--- src/rtl/unidade_controle.sv ---
// unidade_controle
// ----------------
// Main control unit of the single-cycle processor. The 2-bit Opcode and the
// 3-bit Funct are decoded combinationally, and every control output comes
// straight from a flop. The datapath therefore sees the controls exactly one
// clock after the instruction fields are presented.
//
// Ports
//   clock      in   1  system clock, rising edge
//   reset      in   1  synchronous, active-high; clears every output to 0
//   Opcode     in   2  00 R-type, 01 I-type/memory, 10 branch, 11 jump/system
//   Funct      in   3  operation within the class
//   PCWrite    out  1  PC update enable
//   RegOrg1    out  1  read port 1 address: 0 rs, 1 rd
//   RegOrg2    out  1  read port 2 address: 0 rt, 1 rd
//   RegDst     out  1  write address: 0 rt, 1 rd
//   RegWrite   out  1  register file write enable
//   ALUSrc1    out  1  ALU A: 0 register, 1 PC
//   ALUSrc2    out  2  ALU B: 00 reg, 01 sext imm, 10 zext imm, 11 const 1
//   ALUOp      out  2  00 add, 01 sub, 10 from Funct, 11 pass B
//   JumpValue  out  2  00 PC+imm, 01 absolute imm, 10 register
//   Cond       out  1  1 = redirect gated by ALU zero
//   Jump       out  1  PC redirect request
//   MenWrite   out  1  data memory write
//   MenRead    out  1  data memory read
//   MenToReg   out  1  write-back source: 0 ALU, 1 memory
//
// Optional feature
//   UC_HALT_LATCH_EN: when this macro is defined, decoding halt (Opcode 11,
//   Funct 011) sets a sticky halted flag. While the flag is set, all outputs
//   are held at 0. Only reset clears the flag. When the macro is not defined,
//   halt affects only the cycle in which it is presented.

module unidade_controle (
  input  logic       clock,
  input  logic       reset,
  input  logic [1:0] Opcode,
  input  logic [2:0] Funct,
  output logic       PCWrite,
  output logic       RegOrg1,
  output logic       RegOrg2,
  output logic       RegDst,
  output logic       RegWrite,
  output logic       ALUSrc1,
  output logic [1:0] ALUSrc2,
  output logic [1:0] ALUOp,
  output logic [1:0] JumpValue,
  output logic       Cond,
  output logic       Jump,
  output logic       MenWrite,
  output logic       MenRead,
  output logic       MenToReg
);

  // All control fields are kept in one packed word, so that reset and the
  // halt force can clear them together.
  typedef struct packed {
    logic       pc_write;
    logic       reg_org1;
    logic       reg_org2;
    logic       reg_dst;
    logic       reg_write;
    logic       alu_src1;
    logic [1:0] alu_src2;
    logic [1:0] alu_op;
    logic [1:0] jump_value;
    logic       cond;
    logic       jump;
    logic       men_write;
    logic       men_read;
    logic       men_to_reg;
  } ctrl_t;

  // Decode table. Every code that is not listed keeps the NOP value:
  // the PC advances and nothing else happens.
  function automatic ctrl_t decode(input logic [1:0] opcode,
                                   input logic [2:0] funct);
    ctrl_t c;
    c          = '0;
    c.pc_write = 1'b1;
    case (opcode)
      2'b00: begin
        if (funct != 3'b111) begin
          c.reg_dst   = 1'b1;
          c.reg_write = 1'b1;
          c.alu_op    = 2'b10;
        end else begin
          c.pc_write  = 1'b1;
        end
      end
      2'b01: begin
        case (funct)
          3'b000: begin                       // addi
            c.reg_write  = 1'b1;
            c.alu_src2   = 2'b01;
            c.alu_op     = 2'b00;
          end
          3'b001: begin                       // lw
            c.reg_write  = 1'b1;
            c.alu_src2   = 2'b01;
            c.alu_op     = 2'b00;
            c.men_read   = 1'b1;
            c.men_to_reg = 1'b1;
          end
          3'b010: begin                       // sw: data comes from rd
            c.reg_org2   = 1'b1;
            c.alu_src2   = 2'b01;
            c.alu_op     = 2'b00;
            c.men_write  = 1'b1;
          end
          3'b011: begin                       // ori: zero-extended imm
            c.reg_write  = 1'b1;
            c.alu_src2   = 2'b10;
            c.alu_op     = 2'b10;
          end
          default: begin
            c.pc_write   = 1'b1;
          end
        endcase
      end
      2'b10: begin
        // beq and bne share the same controls. The datapath uses Funct[0]
        // to choose the polarity of the zero flag.
        if ((funct == 3'b000) || (funct == 3'b001)) begin
          c.jump       = 1'b1;
          c.cond       = 1'b1;
          c.alu_op     = 2'b01;
          c.jump_value = 2'b00;
        end else begin
          c.pc_write   = 1'b1;
        end
      end
      2'b11: begin
        case (funct)
          3'b000: begin                       // j
            c.jump       = 1'b1;
            c.jump_value = 2'b01;
          end
          3'b001: begin                       // jal: link = PC + 1
            c.jump       = 1'b1;
            c.jump_value = 2'b01;
            c.reg_write  = 1'b1;
            c.alu_src1   = 1'b1;
            c.alu_src2   = 2'b11;
            c.alu_op     = 2'b00;
          end
          3'b010: begin                       // jr: target from rd
            c.jump       = 1'b1;
            c.jump_value = 2'b10;
            c.reg_org1   = 1'b1;
          end
          3'b011: begin                       // halt: freeze the PC
            c            = '0;
          end
          default: begin
            c.pc_write   = 1'b1;
          end
        endcase
      end
      default: begin
        c.pc_write = 1'b1;
      end
    endcase
    return c;
  endfunction

  ctrl_t ctrl_next_s;
  ctrl_t ctrl_r;

`ifdef UC_HALT_LATCH_EN
  logic halt_s;
  logic halted_r;
  logic halted_next_s;

  // Detect the halt instruction in the current fields.
  always_comb begin
    halt_s = 1'b0;
    if ((Opcode == 2'b11) && (Funct == 3'b011)) begin
      halt_s = 1'b1;
    end else begin
      halt_s = 1'b0;
    end
  end

  // Halted flag next state: the flag is sticky once halt is seen.
  always_comb begin
    halted_next_s = halted_r;
    if (halt_s) begin
      halted_next_s = 1'b1;
    end else begin
      halted_next_s = halted_r;
    end
  end

  // Halted flag register; only reset clears it.
  always_ff @(posedge clock) begin
    if (reset) begin
      halted_r <= 1'b0;
    end else begin
      halted_r <= halted_next_s;
    end
  end

  // Next controls: decode, or all zero while halted.
  always_comb begin
    ctrl_next_s = '0;
    if (halted_r) begin
      ctrl_next_s = '0;
    end else begin
      ctrl_next_s = decode(Opcode, Funct);
    end
  end
`else
  // Next controls: plain decode of the current instruction fields.
  always_comb begin
    ctrl_next_s = decode(Opcode, Funct);
  end
`endif

  // Output register; reset takes priority over decode.
  always_ff @(posedge clock) begin
    if (reset) begin
      ctrl_r <= '0;
    end else begin
      ctrl_r <= ctrl_next_s;
    end
  end

  assign PCWrite   = ctrl_r.pc_write;
  assign RegOrg1   = ctrl_r.reg_org1;
  assign RegOrg2   = ctrl_r.reg_org2;
  assign RegDst    = ctrl_r.reg_dst;
  assign RegWrite  = ctrl_r.reg_write;
  assign ALUSrc1   = ctrl_r.alu_src1;
  assign ALUSrc2   = ctrl_r.alu_src2;
  assign ALUOp     = ctrl_r.alu_op;
  assign JumpValue = ctrl_r.jump_value;
  assign Cond      = ctrl_r.cond;
  assign Jump      = ctrl_r.jump;
  assign MenWrite  = ctrl_r.men_write;
  assign MenRead   = ctrl_r.men_read;
  assign MenToReg  = ctrl_r.men_to_reg;

endmodule

--- config.mk ---
export PLATFORM = sky130hd
export DESIGN_NAME = unidade_controle
export DESIGN_NICKNAME = d
export VERILOG_FILES = /design/src/rtl/unidade_controle.sv
export SDC_FILE = /design/constraint.sdc
export NUM_CORES = 1
export LEC_CHECK = 0
export CORE_AREA = 2 2 39 41
export DETAILED_ROUTE_END_ITERATION = 8
export DIE_AREA = 0 0 41 43
export PLACE_DENSITY_LB_ADDON = 0.08
export SYNTH_ARGS = -nofsm -noshare
export SYNTH_HDL_FRONTEND = slang
export SYNTH_SLANG_ARGS = --single-unit
--- constraint.sdc ---
create_clock -name clock -period 1.66 [get_ports clock]
set_input_delay 0.166 -clock clock [delete_from_list [all_inputs] [get_ports clock]]
set_output_delay 0.166 -clock clock [all_outputs]
set_load 0.01 [all_outputs]
# Yosys cells after proc, flatten, opt, wreduce, memory -nomap -nowiden
# Index checks and enable logic that the tools add are counted.
[word_totals]
register_bits = 16
latch_bits = 0
mem_bits_rw = 0
rom_bits = 0
out_inout_bits = 17
word_cells = 49
mem_count = 0
[classes]
addsub = 0
multipliers = 0
div = 0
magnitude_cmp = 0
n_eq_ne = 7
shifts = 0
muxes = 16
bitwise = 3
n_reduce_logical = 10
[op_table]
columns = ["cell", "count"]
rows = [
  ["4-bit case mux with 2 select lines", 2],
  ["3-bit OR reduction", 3],
  ["2-bit case mux with 2 select lines", 2],
  ["2-bit case mux with 4 select lines", 1],
  ["2-bit OR reduction", 4],
  ["3-bit by 2-bit == test with 1-bit output, second input constant", 2],
  ["2-bit 2-to-1 mux", 3],
  ["6-bit 2-to-1 mux", 1],
  ["5-bit 2-to-1 mux", 1],
  ["2-bit == test, second input constant", 2],
  ["1-bit 2-to-1 mux", 4],
  ["3-bit by 1-bit == test with 1-bit output, second input constant", 1],
  ["3-bit logical NOT", 1],
  ["3-bit inequality test, second input constant", 1],
  ["1-bit inverter", 3],
  ["1-bit case mux with 3 select lines", 1],
  ["2-bit by 1-bit == test with 1-bit output, second input constant", 1],
  ["2-bit logical NOT", 1],
  ["1-bit case mux with 2 select lines", 1],
  ["1-bit logical OR", 1],
]

# Depth between registers and ports, before layout
[logic_depth]
depth_word = 4
ltp_mapped = 4

# Worst setup path before layout
# Ideal clock, no wire load.
[synth_timing]
kind = "input port to flip-flop"
from = "input port Opcode[1]"
to = "register ctrl_r, in the netlist ALUOp[1]"
setup_time_ps = 70
t_arrival_ps = 687
path_slack_ps = 903
stages = 3
path_cell_list = "buf_2 > a311o_1 > a21oi_1"
[synth_via]
elab_chain_cells = 2
word_cells_on_any_way = 5
classes_between = "eq/ne (3); mux (1); reduce/logical (1)"
[synth_rtl]
columns = ["item", "line", "rtl"]
rows = [
  ["start: declaration", "37", "input logic [1:0] Opcode,"],
  ["2-bit == test, or another cell as far along", "81", "case (opcode)"],
  ["2-bit case mux with 4 select lines (*)", "81", ""],
  ["end signal: assignment", "225", "ctrl_r <= ctrl_next_s;"],
  ["end: declaration", "168", "ctrl_t ctrl_r;"],
]
# Mark *: on every way between the ends. The rest lies on a longest branch, timed or not.
# A chain may end at the register's enable or synchronous reset.

==> run metrics <==
WS Path Type reg -> out; H-tree depth 1; GP Congestion 0.700; LEAKAGE 0.279 nW; Post-CTS Setup Bufs 0; Rows 14; vias in the first global route 352; GR Util met3 0.0314; WP data required 1.49 ns; post-synth design cell area ~520 um2; post-cts sizing count 0; Antenna Cells 0; status completed; input/output buffers 23; Critical Path End Type output pin; Layout Nets 83; Initial Util 0.379; total core area 1380 um2; Worst setup SP type flip-flop; Synth-to-Final Area Change 47.0%; syn_area_per_cell 9.89 um2; initial antenna violation count 0; peak fanout along the critical path 2; first-pass detailed-route iteration total 4; Total Neg Setup Slack 0 ns; M1 GR Usage 0.161; number of I/O pins 24; sequential fraction of the synthesis area 0.573; first-pass GRT wire length 1450 um; hold crit path type in -> reg; Post-Layout Cell Count 91; Reg clk slew, reported paths 0.08 ns; Synth Warn # 0; crit path DAT around 1.1 ns; hold depth 2; routed len/inst 9.69 um; wirelength, routed 882 um; Critical Path Stages 1; final count of pins violating max slew 0; max_slew headroom 0.738; cell count after placement 87; cells after synthesis 53; CTS root buf clkbuf_4; GR peak layer met2; final setup vio count 0; CP cell instances clkdlybuf4s50_1; DRT antenna net count 0; Crit path largest cell delay 0.53 ns; worst vdd ir 0.000510 V; storage element area between 300 and 400 um2; Worst path slowest cell clkdlybuf4s50_1; total CTS buffers 3; die height 43 um; Clock Tree Buf Depth 2; RSZ-0062 raised after global routing no; M2 GR Usage 0.166; multi-input combinational cell area 190 um2; pin count of the biggest net entering global routing 12; Final min period about 1.3 ns; number of synthesized register bits 15; Post-Syn Nets 60; gr ovfl total 0; Layout Utilization 0.557; DR vias/cell about 4.7; Horiz. Die Dim 41 um; CTS tree built; die area 1760 um2; Distinct cells, synth 20; fraction of layout cells with a size suffix above 1 0.120; Via Count 428; period utilisation layout 0.782; Max-Cap Viols 0; First DRT Iteration DRCs 8; Max Clock Freq approximately 0.77 GHz; Slew @ Worst Pin just under 0.4 ns; fill count between 100 and 150; crit-path leading delay family buffers and inverters; clock sinks 15; All-Layer GR Usage 0.124; DRC Markers 0; CTS Hold Bufs 0; Power Density 838 nW/um2; Fin. Hold Viols 0; Buf/Inv on CP 1
kinds of logic after synthesis:
group,count (synthesis),share of synthesized area
flip-flops,15,0.573
AND/OR/NAND/NOR,25,0.267
buffers and inverters,6,0.0644
AO/OA/AOI/OAI,7,0.0955
layout by cell type (no fill, tap or decap), types with 2 or more instances in the layout:
| cell type | count |
|---|---|
| clkdlybuf4s50_1 | 23 |
| dfxtp_1 | 15 |
| nor2_1 | 9 |
| nand2_1 | 3 |
| a21oi_1 | 3 |
| nor4_1 | 3 |
| clkbuf_4 | 3 |
| nand3_1 | 2 |
| nand2b_1 | 2 |
synth_stat cells:
| cell | instances | area [um2] |
|---|---|---|
| nor2_2 | 1 | 6.26 |
| a32oi_1 | 1 | 8.76 |
| a21oi_1 | 3 | 15.0 |
| nand2_1 | 3 | 11.3 |
| nor4b_2 | 1 | 15.0 |
| and2b_2 | 1 | 8.76 |
| nand3_1 | 2 | 10.0 |
| nand2_2 | 1 | 6.26 |
| a211o_1 | 1 | 8.76 |
| a21boi_0 | 1 | 7.51 |
| nor4_1 | 3 | 18.8 |
| nor3b_2 | 1 | 12.5 |
| buf_2 | 3 | 15.0 |
| nand2b_1 | 2 | 12.5 |
| inv_2 | 1 | 3.75 |
| dfxtp_1 | 15 | 300 |
| nor3_1 | 1 | 5.00 |
| nor2_1 | 9 | 33.8 |
| buf_4 | 2 | 15.0 |
| a311o_1 | 1 | 10.0 |
where the power goes:
part / switching [mW] / internal (mW) / total, mW / leakage (nW)
sequential: 0.00244 / 0.369 / 0.372 / 0.122
clock: 0.101 / 0.0929 / 0.194 / 0.0150
combinational: 0.0388 / 0.0414 / 0.0802 / 0.142
layout make-up:
class	count	share of cell area
inverters	1	0.00487
clock buffers	4	0.0341
repair buffers	23	0.299
multi-input cells	32	0.247
flip-flops and latches	15	0.390
well taps	16	0.0260
layer usage:
metal  up-vias  share of wire
li1        224              -
met1       186           0.45
met2        16           0.45
met3         2          0.079
met4         0          0.018
met5         -              0
metrics by stage:
stage | hold WS (ns) | worst slack (ns) | total power [mW] | area (um2)
2_1_floorplan | 0.235 | 0.903 | 0.419 | 524
3_3_place_gp | 0.866 | 0.283 | 0.461 | 744
3_5_place_dp | 0.867 | 0.276 | 0.461 | 744
4_1_cts | 0.579 | 0.343 | 0.655 | 771
5_1_grt | 0.611 | 0.297 | 0.682 | 771
6_report | 0.578 | 0.362 | 0.646 | 771
path summary, 6_finish.rpt:
| check | start | end | slack [ns] |
|---|---|---|---|
| max | MenRead$_SDFF_PP0_ | MenToReg | 0.36 |
| min | reset | PCWrite$_SDFF_PP0_ | 0.58 |
state kept, by name, indices dropped and copies added, names as in the netlist:
| signal | cells |
|---|---|
| JumpValue | 2 |
| RegWrite | 1 |
| PCWrite | 1 |
| RegDst | 1 |
| ALUSrc2 | 2 |
| RegOrg1 | 1 |
| MenWrite | 1 |
| Cond | 1 |
| MenRead | 1 |
| Jump | 1 |
| ALUSrc1 | 1 |
| ALUOp | 2 |
Power figures use the tool's default switching activity.
==> edit, RTL diff (same settings) <==
Add a define of `UC_HALT_LATCH_EN`.
--- a/src/rtl/unidade_controle.sv
+++ b/src/rtl/unidade_controle.sv
@@ -33,2 +33,4 @@
 
+`define UC_HALT_LATCH_EN
+
 module unidade_controle (
Behaviour: not the same (Yosys sat finds a counterexample within 4 cycles, from zero or initial values and one cycle with reset high).
==> edit against the unedited design <==
- critical path depth stayed put
- power grew 16%
- routed wire length increased by 33%
- clock power increased by 30%
- worst setup slack got worse by 0.013 ns
- cell area up 12%
- area after synthesis is 11% higher
- sequential cell count increased by 1
- critical path type unchanged
- largest cell class unchanged
==> edit: results <==
metrics = {
    "global_routing": {
        "grt_usage_pct": 16.1,
        "grtUsageMet1_pct": 18.5,
        "grt_pass1_wl_um": 1950,
        "met2_usage_pct": 26.6,
        "grt_pass1_vias": 480,
    },
    "logic_synthesis": {
        "syn_nets": 65,
        "ys_seq_area_share_pct": 54.9,
        "synth_common_cells": "16 x dfxtp_1, 7 x nor4_1, 4 x buf_4, 4 x nand2_1, 4 x nor2_1",
        "netlist_top_cells_area": "dfxtp_1 55%, nor4_1 7.5%, buf_4 5.2%, buf_2 2.6%, nor3_1 2.6%",
        "synth_xor_area_share_pct": 1.50,
        "synth_compound_area_share_pct": 11.2,
        "syn_inst": 58,
    },
    "worst_setup_path": {
        "arrival_ns": 1.15,
    },
    "cells_and_area": {
        "nNetsFinal": 91,
    },
    "detailed_routing": {
        "drt_iter0_drc": 10,
        "wl_met3_um": 60,
        "vias": 516,
        "wl_per_cell_um": 11.8,
        "wl_met1_um": 480,
        "wl_met2_um": 614,
    },
    "power": {
        "ir_worst_vdd_v": 0.000582,
        "leakagePower_nw": 0.313,
        "pg_clk_uw": 252,
        "power_uw": 749,
        "switchingPower_uw": 169,
    },
    "timing": {
        "timing.slew.headroom_pct": 75.3,
        "hold-worst-slack_ns": 0.446,
    },
    "worst_hold_path": {
        "min_to": "halted_r",
    },
    "status": {
        "status": "finished clean",
    },
    "place": {
        "preCtsSetupSlack_ns": 0.174,
        "dp.cells": 95,
        "place.gp.congestion": 0.851,
    },
    "cts": {
        "clk_pin_slew_ns": 0.09,
    },
}
## edit: area by class of cell
type / count / area (um^2)
multi-input cells: 33 / 210
flip-flops and latches: 16 / 320
fillers: 135 / 522
repair buffers: 28 / 268
clock buffers: 4 / 36.3
inverters: 2 / 7.51
well taps: 16 / 20.0
## edit: worst max path at each step
stage / from / endpoint / slack [ns] / depth (start not counted)
6_report: MenRead / MenRead / 0.35 / 1
5_1_grt: Opcode[1] / RegOrg1 / 0.28 / 4
4_1_cts: MenRead / MenRead / 0.34 / 1
3_5_place_dp: Funct[0] / MenRead / 0.17 / 4
3_3_place_gp: Opcode[1] / RegOrg1 / 0.21 / 4
2_1_floorplan: halted_r / ALUOp[1] / 0.59 / 4
## edit: cell families after synthesis
family | count (synthesis)
AOI/OAI and AO/OA | 8
xor gates and xnor gates | 1
and+or+nand+nor | 24
buffers and inverters | 9
DFF | 16
